<file path="src/rtl/pc_gen_ras_if.sv">
// Fetch-control bundle between decode/execute/trap sources and the PC generator.
// The master drives redirect and RAS controls; the slave returns the fetch PC and RAS status.
interface pc_gen_ras_if #(
  parameter int unsigned PC_WIDTH  = 32,
  parameter int unsigned RAS_DEPTH = 4
);
  localparam int unsigned CntW = $clog2(RAS_DEPTH + 1);

  logic                stall_i;
  logic                trap_i;
  logic [PC_WIDTH-1:0] trap_vector_i;
  logic                branch_i;
  logic [PC_WIDTH-1:0] branch_target_i;
  logic                call_i;
  logic                ret_i;
  logic                compressed_i;
  logic [PC_WIDTH-1:0] pc_o;
  logic [PC_WIDTH-1:0] pc_next_o;
  logic                misaligned_o;
  logic [CntW-1:0]     ras_count_o;
  logic                ras_overflow_o;
  logic                ras_underflow_o;

  modport master (
    output stall_i, trap_i, trap_vector_i, branch_i, branch_target_i, call_i, ret_i,
           compressed_i,
    input  pc_o, pc_next_o, misaligned_o, ras_count_o, ras_overflow_o, ras_underflow_o
  );

  modport slave (
    input  stall_i, trap_i, trap_vector_i, branch_i, branch_target_i, call_i, ret_i,
           compressed_i,
    output pc_o, pc_next_o, misaligned_o, ras_count_o, ras_overflow_o, ras_underflow_o
  );
endinterface

</file>
<file path="src/rtl/pc_gen_ras.sv">
// Fetch-stage PC generator with prioritised redirects (trap > branch > RAS return)
// and a circular return-address stack that overwrites its oldest entry when full.
module pc_gen_ras #(
  parameter int unsigned         PC_WIDTH     = 32,
  parameter logic [PC_WIDTH-1:0] RESET_VECTOR = '0,
  parameter int unsigned         RAS_DEPTH    = 4,
  parameter bit                  C_EXT        = 1'b1
) (
  input  logic         clk_i,
  input  logic         rst_i,
  pc_gen_ras_if.slave  bus
);

  localparam int unsigned CntW = $clog2(RAS_DEPTH + 1);
  localparam int unsigned PtrW = $clog2(RAS_DEPTH);

  typedef logic [CntW-1:0]     cnt_t;
  typedef logic [PtrW-1:0]     ptr_t;
  typedef logic [PC_WIDTH-1:0] pc_t;

  localparam cnt_t Full    = cnt_t'(RAS_DEPTH);
  localparam ptr_t LastIdx = ptr_t'(RAS_DEPTH - 1);

  pc_t  pc_q, pc_d;
  cnt_t cnt_q, cnt_d;
  ptr_t ptr_q, ptr_d;
  logic ovf_q, ovf_d;
  logic unf_q, unf_d;
  pc_t  ras_q [RAS_DEPTH];

  pc_t  inc, seq, ras_top;
  ptr_t top_idx, ptr_inc, wr_idx;
  logic ras_empty, ras_full, ras_hit;
  logic misaligned, update, ras_en, pop, push;

  assign inc       = (C_EXT && bus.compressed_i) ? pc_t'(2) : pc_t'(4);
  assign seq       = pc_q + inc;
  // ptr_q is the next free slot; the top entry sits one below it, circularly.
  assign top_idx   = (ptr_q == '0) ? LastIdx : ptr_q - ptr_t'(1);
  assign ptr_inc   = (ptr_q == LastIdx) ? '0 : ptr_q + ptr_t'(1);
  assign ras_top   = ras_q[top_idx];
  assign ras_empty = (cnt_q == '0);
  assign ras_full  = (cnt_q == Full);
  assign ras_hit   = bus.ret_i && !ras_empty;

  assign misaligned = bus.branch_i && !bus.trap_i &&
                      (bus.branch_target_i[0] || (!C_EXT && bus.branch_target_i[1]));

  always_comb begin
    pc_d = seq;
    if (bus.trap_i) begin
      pc_d = {bus.trap_vector_i[PC_WIDTH-1:2], 2'b00};
    end else if (bus.branch_i) begin
      pc_d = bus.branch_target_i;
    end else if (ras_hit) begin
      pc_d = ras_top;
    end
  end

  // Trap forces the update even when stalled, but never touches the RAS.
  assign update = bus.trap_i || (!bus.stall_i && !misaligned);
  assign ras_en = update && !bus.trap_i;
  assign pop    = ras_en && ras_hit;
  assign push   = ras_en && bus.call_i;
  // Pop-then-push rewrites the current top in place.
  assign wr_idx = pop ? top_idx : ptr_q;

  always_comb begin
    ptr_d = ptr_q;
    cnt_d = cnt_q;
    if (pop && !push) begin
      ptr_d = top_idx;
      cnt_d = cnt_q - cnt_t'(1);
    end else if (push && !pop) begin
      ptr_d = ptr_inc;
      if (!ras_full) begin
        cnt_d = cnt_q + cnt_t'(1);
      end
    end
  end

  assign ovf_d = push && !pop && ras_full;
  assign unf_d = ras_en && bus.ret_i && ras_empty;

  always_ff @(posedge clk_i or posedge rst_i) begin
    if (rst_i) begin
      pc_q  <= RESET_VECTOR;
      cnt_q <= '0;
      ptr_q <= '0;
      ovf_q <= 1'b0;
      unf_q <= 1'b0;
    end else begin
      if (update) begin
        pc_q <= pc_d;
      end
      cnt_q <= cnt_d;
      ptr_q <= ptr_d;
      ovf_q <= ovf_d;
      unf_q <= unf_d;
    end
  end

  // Entries are not reset; only entries below the count are ever read.
  always_ff @(posedge clk_i) begin
    if (push) begin
      ras_q[wr_idx] <= seq;
    end
  end

  assign bus.pc_o            = pc_q;
  assign bus.pc_next_o       = pc_d;
  assign bus.misaligned_o    = misaligned;
  assign bus.ras_count_o     = cnt_q;
  assign bus.ras_overflow_o  = ovf_q;
  assign bus.ras_underflow_o = unf_q;

endmodule

</file>
<file path="src/flat_wrapper.sv">
// flat-port wrapper written by rule: the top's interface ports become plain ports
module pc_gen_ras_flat 
#(
  parameter int unsigned         PC_WIDTH     = 32,
  parameter logic [PC_WIDTH-1:0] RESET_VECTOR = '0,
  parameter int unsigned         RAS_DEPTH    = 4,
  parameter bit                  C_EXT        = 1'b1
)
  (clk_i, rst_i, bus_stall_i, bus_trap_i, bus_trap_vector_i, bus_branch_i, bus_branch_target_i, bus_call_i, bus_ret_i, bus_compressed_i, bus_pc_o, bus_pc_next_o, bus_misaligned_o, bus_ras_count_o, bus_ras_overflow_o, bus_ras_underflow_o);
  pc_gen_ras_if #(.PC_WIDTH(PC_WIDTH), .RAS_DEPTH(RAS_DEPTH)) bus_i ();
  input  logic clk_i;
  input  logic rst_i;
  input wire logic [$bits(bus_i.stall_i)-1:0] bus_stall_i;
  input wire logic [$bits(bus_i.trap_i)-1:0] bus_trap_i;
  input wire logic [$bits(bus_i.trap_vector_i)-1:0] bus_trap_vector_i;
  input wire logic [$bits(bus_i.branch_i)-1:0] bus_branch_i;
  input wire logic [$bits(bus_i.branch_target_i)-1:0] bus_branch_target_i;
  input wire logic [$bits(bus_i.call_i)-1:0] bus_call_i;
  input wire logic [$bits(bus_i.ret_i)-1:0] bus_ret_i;
  input wire logic [$bits(bus_i.compressed_i)-1:0] bus_compressed_i;
  output wire logic [$bits(bus_i.pc_o)-1:0] bus_pc_o;
  output wire logic [$bits(bus_i.pc_next_o)-1:0] bus_pc_next_o;
  output wire logic [$bits(bus_i.misaligned_o)-1:0] bus_misaligned_o;
  output wire logic [$bits(bus_i.ras_count_o)-1:0] bus_ras_count_o;
  output wire logic [$bits(bus_i.ras_overflow_o)-1:0] bus_ras_overflow_o;
  output wire logic [$bits(bus_i.ras_underflow_o)-1:0] bus_ras_underflow_o;
  assign bus_i.stall_i = bus_stall_i;
  assign bus_i.trap_i = bus_trap_i;
  assign bus_i.trap_vector_i = bus_trap_vector_i;
  assign bus_i.branch_i = bus_branch_i;
  assign bus_i.branch_target_i = bus_branch_target_i;
  assign bus_i.call_i = bus_call_i;
  assign bus_i.ret_i = bus_ret_i;
  assign bus_i.compressed_i = bus_compressed_i;
  assign bus_pc_o = bus_i.pc_o;
  assign bus_pc_next_o = bus_i.pc_next_o;
  assign bus_misaligned_o = bus_i.misaligned_o;
  assign bus_ras_count_o = bus_i.ras_count_o;
  assign bus_ras_overflow_o = bus_i.ras_overflow_o;
  assign bus_ras_underflow_o = bus_i.ras_underflow_o;
  pc_gen_ras #(.PC_WIDTH(PC_WIDTH), .RESET_VECTOR(RESET_VECTOR), .RAS_DEPTH(RAS_DEPTH), .C_EXT(C_EXT)) u_core (.clk_i(clk_i), .rst_i(rst_i), .bus(bus_i));
endmodule
</file>
<file path="config.mk">
export PLATFORM = sky130hd
export DESIGN_NAME = pc_gen_ras_flat
export DESIGN_NICKNAME = d
export VERILOG_FILES = /design/src/rtl/pc_gen_ras_if.sv /design/src/rtl/pc_gen_ras.sv /design/src/flat_wrapper.sv
export SDC_FILE = /design/constraint.sdc
export NUM_CORES = 1
export LEC_CHECK = 0
export CAP_MARGIN = 20
export CORE_AREA = 5 5 158 160
export CTS_CLUSTER_SIZE = 12
export DETAILED_ROUTE_END_ITERATION = 8
export DIE_AREA = 0 0 163 165
export PLACE_DENSITY = 0.66
export SYNTH_ARGS = -nofsm -noshare
export SYNTH_HDL_FRONTEND = slang
export SYNTH_SLANG_ARGS = --single-unit
</file>
<file path="constraint.sdc">
create_clock -name clk_i -period 5.8 [get_ports clk_i]
set_input_delay 0.58 -clock clk_i [delete_from_list [all_inputs] [get_ports clk_i]]
set_output_delay 0.58 -clock clk_i [all_outputs]
set_load 0.005 [all_outputs]
</file>
# == After elaboration in Yosys (flattened, before gate mapping) ==
# Memory sizes are Yosys's and may differ from the RTL's.
# Index checks and enable logic that the tools add are counted.
# word_totals
mem_count,1
ff_bits,39
ram_bits,128
in_bits,72
# op_classes
reduce_logical,23
eq_ne,3
addsub,5
mux,14
# mem_list
name,words,width,read_ports,rd_ports_with_merged_regs,write_ports,line_no,source
u_core.ras_q,4,32,1,0,1,pc_gen_ras.sv:29,pc_t ras_q [RAS_DEPTH];
# op_table
operator,n
2-to-1 mux 32 bit,3
adder 32 bit,1
logical AND 1 bit,12
2-to-1 mux 3 bit,4
2-to-1 mux 2 bit,5
zero test 1 bit,6
"adder 3 x 1 -> 3 bit, second input constant",1
"== test 3 bit, second input constant",1
zero test 3 bit,1
"subtractor 3 x 1 -> 3 bit, second input constant",1
"adder 2 x 1 -> 2 bit, second input constant",1
"== test 2 bit, second input constant",1
zero test 2 bit,1
2-to-1 mux 1 bit,2
"!= test 2 bit, second input constant",1
AND reduction 2 bit,1
nonzero test 2 bit,1
"subtractor 2 x 1 -> 2 bit, second input constant",1
logical OR 1 bit,1

# == Longest topological paths before layout ==
# depth
word_depth,12
ltp_mapped,11
mapped_depth_nobuf,9

# == Worst setup path after synthesis ==
# No wires, ideal clock.
# synth_path
kind,reg2reg
start,reg u_core.ptr_q[0]
end,"mem u_core.ras_q[2][0] (netlist name), enable pin"
arrival_time_ps,3566
period_less_slack_ps,3997
required_ps,5368
path_slack_ps,1803
path_stages_with_launch,8
n_path_buf,3
setup_ps,432
cell_sequence,dfrtp_1 inv_1 ha_1 clkbuf_1 buf_1 clkbuf_1 or4_1 a21oi_1
# synth_between
elab_chain_len,3
elab_cells_between_ends,4
classes_between,add/sub: 1; mux: 2; reduce/logical: 1
# synth_rtl
item,line_no,source
start: declaration,pc_gen_ras.sv:26,"ptr_t ptr_q, ptr_d;"
start signal: assignment,pc_gen_ras.sv:97,ptr_q <= ptr_d;
subtractor 2 x 1 -> 2 bit or zero test 2 bit (tied branches),pc_gen_ras.sv:39,assign top_idx = (ptr_q == '0) ? LastIdx : ptr_q - ptr_t'(1);
2-to-1 mux 2 bit,pc_gen_ras.sv:39,
2-to-1 mux 2 bit (*),pc_gen_ras.sv:66,assign wr_idx = pop ? top_idx : ptr_q;
end: declaration,pc_gen_ras.sv:29,
# Every way passes the cells marked *; elsewhere a longest branch is shown, timed or not.

# == Final worst setup path ==
# layout_path
start,in bus_compressed_i
end,out bus_pc_next_o[24]
# layout_between
elab_chain_len,5
# layout_rtl
item,line_no,source
start: declaration,flat_wrapper.sv:20,input wire logic [$bits(bus_i.compressed_i)-1:0] bus_compressed_i;
2-to-1 mux 3 bit,pc_gen_ras.sv:36,assign inc = (C_EXT && bus.compressed_i) ? pc_t'(2) : pc_t'(4);
adder 32 bit,pc_gen_ras.sv:37,assign seq = pc_q + inc;
via u_core.seq[24],pc_gen_ras.sv:31,"pc_t inc, seq, ras_top;"
2-to-1 mux 32 bit,pc_gen_ras.sv:55,end else if (ras_hit) begin
2-to-1 mux 32 bit,pc_gen_ras.sv:53,end else if (bus.branch_i) begin
2-to-1 mux 32 bit,pc_gen_ras.sv:51,if (bus.trap_i) begin
end: declaration,flat_wrapper.sv:22,output wire logic [$bits(bus_i.pc_next_o)-1:0] bus_pc_next_o;
# The timed path passes the listed nets, and every way through them passes these cells.

==> metrics.md <==
| Metric | Value |
|---|---|
| Outcome | completed |
| Number of buffers added by the clock tree synthesis step | 17 |
| Hold Violations, Final | 0 |
| Capture point of the worst reg-to-reg path | u_core.bus.pc_o[6] |
| Data required time at the worst endpoint | approximately 5.2 ns |
| Clock-pin slew on the worst setup and hold paths | 0.06 ns |
| Die width | between 150 and 200 um |
| Post-CTS repair timing setup buffer count | 0 |
| Adder-cell share of the synthesized area | 0.0143 |
| Bufs on Longest Clock Path | 2 |
| Worst setup startpoint | bus_compressed_i |
| Overall fraction of global-route tracks in use | 0.169 |
| Num ports | about 140 |
| Library cells used by synthesis | 60 |
| Wire length per cell after detailed routing | 21.2 um |
| Crit path arrival time | between 3 and 4 ns |
| Clock latency on the worst-skew pair | 0.43 ns |
| Core outline area | 0.0233 mm2 |
| Min-Delay Path Class | flip-flop to flip-flop |
| Count of yosys warnings during synthesis | 0 |
| Number of placed instances, taps included | 1,035 |
| Pwr per Cell Area | between 400 and 500 mW/mm2 |
| # clock sinks | between 150 and 200 |
| Number of violations of the max-capacitance limit | 0 |
| Flop and latch count out of synthesis | 167 |
| Most instantiated flip-flop cell in the synthesis netlist | edfxtp_1 |
| CTS Hold Buffers Added | 0 |
| Sum of internal, switching and leakage power | 4.31 mW |
| Pin count of the biggest net entering global routing | 44 |
| Setup total negative slack | 0 ns |
| Sequential share of the synthesized area | 0.598 |
| Most frequent cells in the layout | 138 x clkdlybuf4s50_1, 128 x edfxtp_1, 50 x nand2_1 |
| Rows | 56 |
| Design area | 0.0106 mm2 |
| H-Tree Level Count | 4 |
| Leakage | 3.76 nW |
| Internal Dissipation | 3.02 mW |
| Number of flops mapped to enable cells by yosys | 128 |
| Net switching power | 1.29 mW |
| Power share of the sequential group | 0.372 |
| Min Tclk post-route | 4.53 ns |
| HPWL after detailed placement | 15.4 mm |
| Iteration-0 DRC count of the detailed router | 432 |
| Switching portion of total power | 0.300 |
| Slack of the worst reg-to-reg path | between 2 and 2.5 ns |
| Post-layout instance count excluding filler cells | 1,067 |
| Total grt overflow | 0 |
| Combinational share of power | 0.327 |
| Worst Max-Slew Pin Slew | 0.754 ns |
| Worst clock skew | 0.0102 ns |
| Mux contribution to synthesized area | 0.111 |
| Multi-input gate area in the final layout | between 0.003 and 0.004 mm2 |
| Final routed DRC violation total | 0 |
| Post-place instance area | 0.00986 mm2 |
| Fraction of registers with async set/reset | 0.234 |
| Layout overhead on the synthesized area | 30.9% |
| Critical Path End Type | output pin |
| Max Clock Freq | 221 MHz |
| Timing endpoint of the critical path | bus_pc_next_o[24] |
| Root buffer cell | clkbuf_16 |
| Mean instance size in the synthesized netlist | about 14 um2 |
| Number of optimization iterations in the first detailed-route pass | 5 |
| Share of cells above drive strength 1 | 0.154 |
| Final estimated routing congestion in global placement | 0.759 |
| Number of max-slew violations in the final report | 0 |
| Net total in the final layout | between 800 and 900 |
| Nets in the synthesized netlist | roughly 680 |
| Antenna violations before repair | 0 |
| Clk pwr share | 0.301 |
| Die area | 0.0269 mm2 |
| Most common cell after layout, fill and taps aside | clkdlybuf4s50_1 |
| Number of buffers inserted by port buffering | 139 |
| Register Area | 0.00482 mm2 |
| Reg2reg start | u_core.ptr_q[0] |
| Post-synthesis compound-gate area fraction | 0.116 |
| Unrepaired setup endpoints after global routing | no |
| TritonCTS clock tree | done |
| Xor-xnor portion of the synthesized cell area | 0.0337 |
| Utilization after layout | 0.454 |
| Area of the mapped netlist | between 0.008 and 0.009 mm2 |
| Simple logic cell fraction of the synthesized area | 0.0933 |
| R2R cell count | 8 |
| Vias after detailed routing | around 5,700 |
| Relative max-transition margin | 0.497 |
| Routed via count divided by cell count | ~5.3 |
| Critical Path Source Type | primary input |
| Crit share post-route | 0.781 |
| Effective utilization at floorplan | 0.347 |
| Vias in the first global route | 5,766 |
| Antenna diode count | 0 |
| Total setup violations reported at the end of the flow | 0 |
| Largest family of logic cells by synthesized area | compound AO/OA/AOI/OAI gates |
| IR Drop Worst-Case VDD | 0.000220 V |
| Post-CTS sizing | 0 |
| Number of nets still failing antenna checks after routing | 0 |
| First-pass GRT wire length | between 30 and 40 mm |
| Number of instances in the synthesized netlist | between 500 and 600 |
| CP Class | primary input to output pin |
| Die Height | 165 um |
| Fill count | 2,126 |
| Largest fanout on the critical path | 7 |
| DRT Wirelength | 22.6 mm |
==> synth_stat cells, drive strengths merged (13+ instances only) <==
library cell  number  area share
nor3              17       0.011
a22oi             20       0.019
clkbuf            25       0.012
edfxtp           128        0.48
o21ai             14      0.0087
nand2             50       0.023
mux4              32       0.089
nand3             16       0.011
xnor2             16       0.017
mux2              13       0.018
a21oi             24       0.015
xor2              15       0.016
inv               27       0.013
nor2              29       0.014
dfrtp             39        0.12
==> final cells by class <==
cell class,instances,share of cell area
Clock buffer,20,0.0442
Clock inverter,12,0.0210
Inverter,28,0.00996
Multi-Input combinational cell,365,0.287
Sequential cell,167,0.457
Tap cell,319,0.0378
Timing Repair Buffer,156,0.143
==> logic make-up after synthesis <==
logic type,Yosys count
adders and majority gates,8
AOI/OAI and AO/OA,128
xor gates and xnor gates,31
buffers and inverters,65
muxes,48
and+or+nand+nor,150
DFF,167
==> per-stage QoR <==
stage               worst slack (ns)  hold WS [ns]
CTS                             1.26         0.524
detailed placement              1.29         0.509
global placement                1.33         0.516
finish                          1.27         0.517
floorplan                       1.80         0.491
global route                    1.06         0.547
==> worst max-delay path: stages <==
cell,delay (ns)
clkdlybuf4s50_1,0.50
inv_1,0.08
ha_1,0.27
a21oi_1,0.16
or4_4,0.65
nor3_1,0.25
xor2_1,0.34
a21o_1,0.19
a21boi_0,0.35
clkdlybuf4s50_1,0.58
==> worst min path at each step <==
stage          slack, ns               start  cells past startpoint                 end
2_1_floorplan       0.49  u_core.bus.pc_o[1]                      2  u_core.bus.pc_o[1]
3_3_place_gp        0.52  u_core.bus.pc_o[1]                      2  u_core.bus.pc_o[1]
3_5_place_dp        0.51  u_core.bus.pc_o[1]                      2  u_core.bus.pc_o[1]
4_1_cts             0.52  u_core.bus.pc_o[1]                      2  u_core.bus.pc_o[1]
5_1_grt             0.55  u_core.bus.pc_o[1]                      2  u_core.bus.pc_o[1]
6_report            0.52  u_core.bus.pc_o[1]                      2  u_core.bus.pc_o[1]
==> sequential cells by signal, indices dropped and copies added, names as in the netlist <==
signal,cells
u_core.bus.pc_o,32
u_core.ptr_q,2
u_core.bus.ras_underflow_o,1
u_core.ras_q,128
u_core.bus.ras_count_o,3
u_core.bus.ras_overflow_o,1
==> power groups by stage <==
stage / clock, mW / combinational [mW] / sequential [mW]
after detailed placement: 0 / 1.41 / 1.63
after CTS: 1.32 / 1.43 / 1.60
after global routing: 1.37 / 1.53 / 1.62
after global placement: 0 / 1.40 / 1.62
after floorplan: 0 / 0.866 / 1.58
final: 1.30 / 1.41 / 1.60
==> per-layer routing <==
metal | track usage | share of wire | wire [um]
met5 | 0 | 0 | 0
met3 | 0.0349 | 0.051 | 1150
met4 | 0.0473 | 0.015 | 338
met2 | 0.291 | 0.51 | 11600
met1 | 0.217 | 0.42 | 9570
No activity file was read; power rests on OpenSTA's default activity.
